`src/rtl/mem_analog_pkg.sv`:
```
// mem_analog_pkg: shared helpers for the mem_analog_delay delay line.
// Holds the delay clamping rule, the pointer width and the circular
// read-index arithmetic, so the top and any users agree on them.
package mem_analog_pkg;

   // Smallest pointer width able to address depth entries (at least 1 bit).
   function automatic int ptr_width(input int depth);
      if (depth > 32'sd1) begin
         return $clog2(depth);
      end else begin
         return 32'sd1;
      end
   endfunction

   // Effective delay: 0 behaves as 1, anything above depth behaves as depth.
   function automatic int delay_clamp(input int delay, input int depth);
      if (delay == 32'sd0) begin
         return 32'sd1;
      end else if (delay > depth) begin
         return depth;
      end else begin
         return delay;
      end
   endfunction

   // (wptr - offset) mod depth for 0 <= wptr < depth and 0 <= offset < depth.
   // This works for any depth, including depths that are not a power of two.
   function automatic int circ_index(input int wptr, input int offset, input int depth);
      if (wptr >= offset) begin
         return wptr - offset;
      end else begin
         return wptr + depth - offset;
      end
   endfunction

endpackage

```
`src/rtl/mem_analog_align.sv`:
```
// mem_analog_align: combinational conversion of a fixed-point value from the
// "in" format (in_width, in_exponent) to the "out" format.
// Optional macro MEM_ANALOG_DELAY_SAT_EN: if it is defined, values that do
// not fit are clipped to the most positive/negative out code. If it is not
// defined, the result is truncated to out_width (two's-complement wrap).
module mem_analog_align #(
   parameter int in_width     = 16,
   parameter int in_exponent  = -12,
   parameter int out_width    = 16,
   parameter int out_exponent = -12
) (
   input  logic signed [in_width-1:0]  in,
   output logic signed [out_width-1:0] out
);
   // Positive shift: the out LSB is finer, so shift left. Negative: shift right.
   localparam int SHIFT = in_exponent - out_exponent;
   localparam int LSH   = (SHIFT > 32'sd0) ? SHIFT : 32'sd0;
   localparam int RSH   = (SHIFT < 32'sd0) ? -SHIFT : 32'sd0;
   localparam int WW    = (((in_width + LSH) > out_width) ? (in_width + LSH) : out_width) + 32'sd1;

   logic signed [WW-1:0] ext_s;

   // Sign-extend the input so the shifts do not lose any bits.
   always_comb begin
      ext_s = {{(WW - in_width){in[in_width-1]}}, in};
   end

`ifdef MEM_ANALOG_DELAY_SAT_EN
   localparam logic signed [WW-1:0] SAT_MAX = {{(WW - out_width + 1){1'b0}}, {(out_width - 1){1'b1}}};
   localparam logic signed [WW-1:0] SAT_MIN = {{(WW - out_width + 1){1'b1}}, {(out_width - 1){1'b0}}};

   logic signed [WW-1:0] shifted_s;

   // Align the binary point, then clip to the range of the out format.
   always_comb begin
      shifted_s = (ext_s <<< LSH) >>> RSH;
      if (shifted_s > SAT_MAX) begin
         out = SAT_MAX[out_width-1:0];
      end else if (shifted_s < SAT_MIN) begin
         out = SAT_MIN[out_width-1:0];
      end else begin
         out = shifted_s[out_width-1:0];
      end
   end
`else
   // Align the binary point and keep the low out_width bits (wraps on overflow).
   always_comb begin
      out = out_width'((ext_s <<< LSH) >>> RSH);
   end
`endif

endmodule

```
`src/rtl/mem_analog_delay.sv`:
```
// mem_analog_delay: clock-enabled fixed-point analog delay line of up to DEPTH
// samples. The delay is selected at run time, there is a validity flag, and
// flush clears the history synchronously. With delay=1 it acts as plain analog memory.
// Optional macro MEM_ANALOG_DELAY_SAT_EN selects saturating format alignment
// in mem_analog_align. If the macro is undefined, alignment truncates.
module mem_analog_delay
   import mem_analog_pkg::*;
#(
   parameter real init         = 0.0,
   parameter int  DEPTH        = 8,
   parameter int  in_width     = 16,
   parameter int  in_exponent  = -12,
   parameter int  out_width    = 16,
   parameter int  out_exponent = -12,
   localparam int DW           = $clog2(DEPTH + 1)
) (
   input  logic                        clk,
   input  logic                        rst,
   input  logic                        cke,
   input  logic                        flush,
   input  logic [DW-1:0]               delay,
   input  logic signed [in_width-1:0]  in,
   output logic signed [out_width-1:0] out,
   output logic                        out_valid
);
   localparam int PW = ptr_width(DEPTH);
   // init is first quantised to the in format, then aligned like any sample.
   localparam int INIT_IN_CODE = $rtoi(init * (2.0 ** (-in_exponent)));
   localparam logic signed [in_width-1:0] INIT_IN = in_width'(INIT_IN_CODE);
   localparam logic [PW-1:0] PTR_LAST = PW'(DEPTH - 32'sd1);
   localparam logic [PW-1:0] PTR_ONE  = PW'(32'sd1);
   localparam logic [DW-1:0] CNT_FULL = DW'(DEPTH);
   localparam logic [DW-1:0] CNT_ONE  = DW'(32'sd1);

   logic signed [out_width-1:0] mem_r [DEPTH];
   logic [PW-1:0]               wptr_r, wptr_nx_s, rd_idx_s;
   logic [DW-1:0]               cnt_r, cnt_nx_s, delay_eff_s;
   logic                        valid_r, valid_nx_s, fill_ok_s, mem_we_s;
   logic signed [out_width-1:0] in_aligned_s, init_aligned_s, hist_s;
   logic signed [out_width-1:0] out_r, out_nx_s;

   mem_analog_align #(
      .in_width     (in_width),
      .in_exponent  (in_exponent),
      .out_width    (out_width),
      .out_exponent (out_exponent)
   ) u_in_align (
      .in  (in),
      .out (in_aligned_s)
   );

   mem_analog_align #(
      .in_width     (in_width),
      .in_exponent  (in_exponent),
      .out_width    (out_width),
      .out_exponent (out_exponent)
   ) u_init_align (
      .in  (INIT_IN),
      .out (init_aligned_s)
   );

   // Clamp the requested delay, find the history tap and check the fill level.
   always_comb begin
      delay_eff_s = DW'(delay_clamp(int'(delay), DEPTH));
      rd_idx_s    = PW'(circ_index(int'(wptr_r), int'(delay_eff_s) - 32'sd1, DEPTH));
      fill_ok_s   = (int'(cnt_r) + 32'sd1) >= int'(delay_eff_s);
      hist_s      = (delay_eff_s == CNT_ONE) ? in_aligned_s : mem_r[rd_idx_s];
   end

   // Next state: flush has priority. Otherwise cke advances the line, else hold.
   always_comb begin
      wptr_nx_s  = wptr_r;
      cnt_nx_s   = cnt_r;
      out_nx_s   = out_r;
      valid_nx_s = valid_r;
      mem_we_s   = 1'b0;
      if (flush) begin
         wptr_nx_s  = '0;
         cnt_nx_s   = '0;
         out_nx_s   = init_aligned_s;
         valid_nx_s = 1'b0;
      end else if (cke) begin
         mem_we_s  = 1'b1;
         wptr_nx_s = (wptr_r == PTR_LAST) ? '0 : (wptr_r + PTR_ONE);
         cnt_nx_s  = (cnt_r == CNT_FULL) ? cnt_r : (cnt_r + CNT_ONE);
         if (fill_ok_s) begin
            out_nx_s   = hist_s;
            valid_nx_s = 1'b1;
         end else begin
            out_nx_s   = init_aligned_s;
            valid_nx_s = 1'b0;
         end
      end else begin
         wptr_nx_s  = wptr_r;
         cnt_nx_s   = cnt_r;
         out_nx_s   = out_r;
         valid_nx_s = valid_r;
      end
   end

   // Control state and output register. The asynchronous reset restores init.
   always_ff @(posedge clk or negedge rst) begin
      if (!rst) begin
         wptr_r  <= '0;
         cnt_r   <= '0;
         out_r   <= init_aligned_s;
         valid_r <= 1'b0;
      end else begin
         wptr_r  <= wptr_nx_s;
         cnt_r   <= cnt_nx_s;
         out_r   <= out_nx_s;
         valid_r <= valid_nx_s;
      end
   end

   // Sample storage is not reset. Entries the line has not written are hidden by cnt.
   always_ff @(posedge clk) begin
      if (mem_we_s) begin
         mem_r[wptr_r] <= in_aligned_s;
      end
   end

   assign out       = out_r;
   assign out_valid = valid_r;

endmodule

```
`config.mk`:
```
export PLATFORM = sky130hd
export DESIGN_NAME = mem_analog_delay
export DESIGN_NICKNAME = d
export VERILOG_FILES = /design/src/rtl/mem_analog_pkg.sv /design/src/rtl/mem_analog_align.sv /design/src/rtl/mem_analog_delay.sv
export SDC_FILE = /design/constraint.sdc
export NUM_CORES = 1
export LEC_CHECK = 0
export CAP_MARGIN = 5
export CORE_MARGIN = 10
export CORE_UTILIZATION = 50
export DETAILED_ROUTE_END_ITERATION = 10
export PLACE_DENSITY = 0.69
export SKIP_LAST_GASP = 1
export SYNTH_ARGS = -nofsm -noshare
export SYNTH_HDL_FRONTEND = slang
export SYNTH_SLANG_ARGS = --single-unit
```
`constraint.sdc`:
```
create_clock -name clk -period 2.7 [get_ports clk]
set_input_delay 0.54 -clock clk [delete_from_list [all_inputs] [get_ports clk]]
set_output_delay 0.54 -clock clk [all_outputs]
set_load 0.01 [all_outputs]
```
==> results.sh <==
export IMPL_diodes=0
export IMPL_reg2reg_slack_ps=240
export IMPL_synth_fp_nets=374
export IMPL_r2r_cells=9
export IMPL_power_combinational_fraction_pct=15.6
export IMPL_root_buffer="clkbuf_16"
export IMPL_power_leakage_nw=2.85
export IMPL_start_util_pct=51.8
export IMPL_final_common_cell="edfxtp_1"
export IMPL_p_int_mw=4.71
export IMPL_core_area_mm2=0.0122
export IMPL_crit_fanout=6
export IMPL_start_kind="input port"
export IMPL_reg2reg_to="out[11]"
export IMPL_die_w_um=132
export IMPL_nets=457
export IMPL_hold_class="reg -> reg"
export IMPL_clk_pin_slew_ps=60
export IMPL_p_sw_share_pct=22.6
export IMPL_cp_arrival_ps=2930
export IMPL_slew_viol_final=0
export IMPL_postRouteAntennaNets=0
export IMPL_powerDensity_mw_per_mm2=777
export IMPL_yosysSeqAreaShare_pct=70.6
export IMPL_hold_path_end="out_valid"
export IMPL_grt_ovfl_total=0
export IMPL_area_delta_synth_final_pct=24.3
export IMPL_drt_iter0_drc=336
export IMPL_finalCritPeriodShare_pct=97.1
export IMPL_synth_edf_count=128
export IMPL_dpl_cell_count=564
export IMPL_crit_type="in -> reg"
export IMPL_setup_violations=0
export IMPL_avgRoutedWirePerCell_um=22.3
export IMPL_cts_buffer_depth=2
export IMPL_worstSkewPairLatency_ps=420
export IMPL_drc=0
export IMPL_cts_tree="built"
export IMPL_clock_skew_ps=8.00
export IMPL_drive_above_1_share_pct=27.2
export IMPL_crit_path_max_incr_delay_ps=640
export IMPL_final_hold_violation_count=0
export IMPL_tightest_slew_ps=838
export IMPL_fin_cells=602
export IMPL_slowest_stage="fa_2"
export IMPL_crit_buf_inv=3
export IMPL_pwr_share_seq_pct=43.1
export IMPL_vias=3390
export IMPL_dieArea_mm2=0.0175
export IMPL_cts_inserted_buffers=17
export IMPL_drt_first_pass_iters=4
export IMPL_gp_congestion=0.747
export IMPL_fmax_ghz=0.381
export IMPL_die_h_um=132
export IMPL_r2r_start="wptr_r[0]"
export IMPL_cts_max_level=4
export IMPL_fin_setup_tns_ps=0
export IMPL_grt_first_pass_wirelength_um=21400
export IMPL_synthCells=338
export IMPL_ys_ff_latch=152
export IMPL_wl_um=13400
export IMPL_p_clk_share_pct=41.3
export IMPL_synth_ff_type="edfxtp_1"
export IMPL_status="complete, no violations"
export IMPL_power_mw=6.08
export IMPL_p_sw_mw=1.37
export IMPL_period_minus_slack_ps=2620
export IMPL_grt_usage_pct=16.1
export IMPL_max_slew_margin_pct=44.0
export IMPL_rows=40
export IMPL_vdd_drop_max_v=0.000535
export IMPL_holdPathStages=1
export IMPL_grt_pass1_vias=3584
export IMPL_crit_family="adder cells"
export IMPL_synth_cell_type_count=35
export IMPL_ys_warn_count=0
export IMPL_whs_ps=485
export IMPL_netlist_area_mm2=0.00630
export IMPL_io_buffers=40
export IMPL_cts_sinks=152
export IMPL_antenna_found_initial=0
export IMPL_synthArstFlopShare_pct=15.8
export IMPL_cp_required_ps=3010
export IMPL_min_delay_start="out_valid"
export IMPL_endpoint_kind="flip-flop"
export IMPL_routed_via_density=5.63
export IMPL_io_pin_count=41
export IMPL_layout_common_cells="edfxtp_1 (128), clkdlybuf4s50_1 (36), mux4_2 (31)"
export IMPL_hpwlAfterDp_um=7950
export IMPL_crit_chain="dlygate4sd2_1 -> nor2_4 -> ha_4 -> fa_2 -> buf_6 -> buf_12 -> mux4_2 -> mux2i_1 -> o21ai_1 -> a22o_1"
export IMPL_grt_max_degree=33
export IMPL_drv_cap=0
export IMPL_avgSynthCellArea_um2=18.6
layer usage:
layer / up-vias / GRT usage [%] / wire length, um
met3: 24 / 3.73 / 640
met4: 0 / 6.78 / 269
met2: 98 / 26.6 / 6920
li1: 1501 / - / -
met5: - / 0 / 0
met1: 1767 / 19.8 / 5620
worst max path at each step:
stage,startpoint,to,cells after the start
5_1_grt,delay[3],out[15],11
6_report,delay[3],out[11],10
3_3_place_gp,delay[2],out[12],11
4_1_cts,delay[1],out[9],14
2_1_floorplan,delay[2],out[1],10
3_5_place_dp,delay[2],out[11],11
per-stage QoR:
stage	setup WS, ps	util [%]	cell area [um2]
CTS	43.6	64.7	7870
floorplan	25.4	-	6290
finish	77.0	64.3	7830
detailed placement	-597	58.2	7070
global route	-6.05	64.3	7830
global placement	-541	58.2	7070
flip-flops by register name, summed over array words and instances, names as in the netlist:
signal / cells
mem_r: 128
out: 16
wptr_r: 3
out_valid: 1
cnt_r: 4
kinds of logic after synthesis:
family | after synthesis | share of synthesized area [%]
adder cells (fa/ha/maj) | 12 | 2.50
flip-flops | 152 | 70.6
AND/OR/NAND/NOR | 51 | 3.50
XOR/XNOR | 6 | 1.05
AO/OA/AOI/OAI | 40 | 4.33
multiplexers | 52 | 14.7
buffers and inverters | 25 | 3.36
synth_stat cells, types with 3 or more instances:
| master | count | area, um2 |
|---|---|---|
| a22o_1 | 16 | 140 |
| buf_2 | 6 | 30.0 |
| buf_6 | 5 | 56.3 |
| dfrtp_1 | 24 | 601 |
| edfxtp_1 | 128 | 3840 |
| ha_1 | 11 | 138 |
| inv_1 | 7 | 26.3 |
| mux2i_1 | 20 | 200 |
| mux4_2 | 31 | 698 |
| nand2_1 | 23 | 86.3 |
| nor2_1 | 19 | 71.3 |
| o21ai_1 | 16 | 80.1 |
| xor2_1 | 3 | 26.3 |
cell type report:
type | instances | area, um2
fillers | 815 | 4340
repair buffers | 82 | 826
flip-flops and latches | 152 | 4440
multi-input cells | 161 | 1690
well taps | 168 | 210
inverters | 7 | 26.3
clock inverters | 11 | 171
clock buffers | 21 | 460
power groups by stage:
stage                     clock network [mW]  registers [mW]  logic [mW]
final                                   2.51            2.62       0.945
after global routing                    2.66            2.62        1.02
after CTS                               2.55            2.62        1.01
after detailed placement                   0            2.67       0.822
after global placement                     0            2.67       0.805
after floorplan                            0            2.67       0.540
what timing repair did:
item | CTS | global route
buffers inserted | 5 | 0
hold buffers | 0 | 0
setup endpoints to repair | 16 | 16
cloned | 3 | 0
pin swaps | 15 | 14
gates resized for setup | 15 | 7
(Power assumes the default switching activity.)
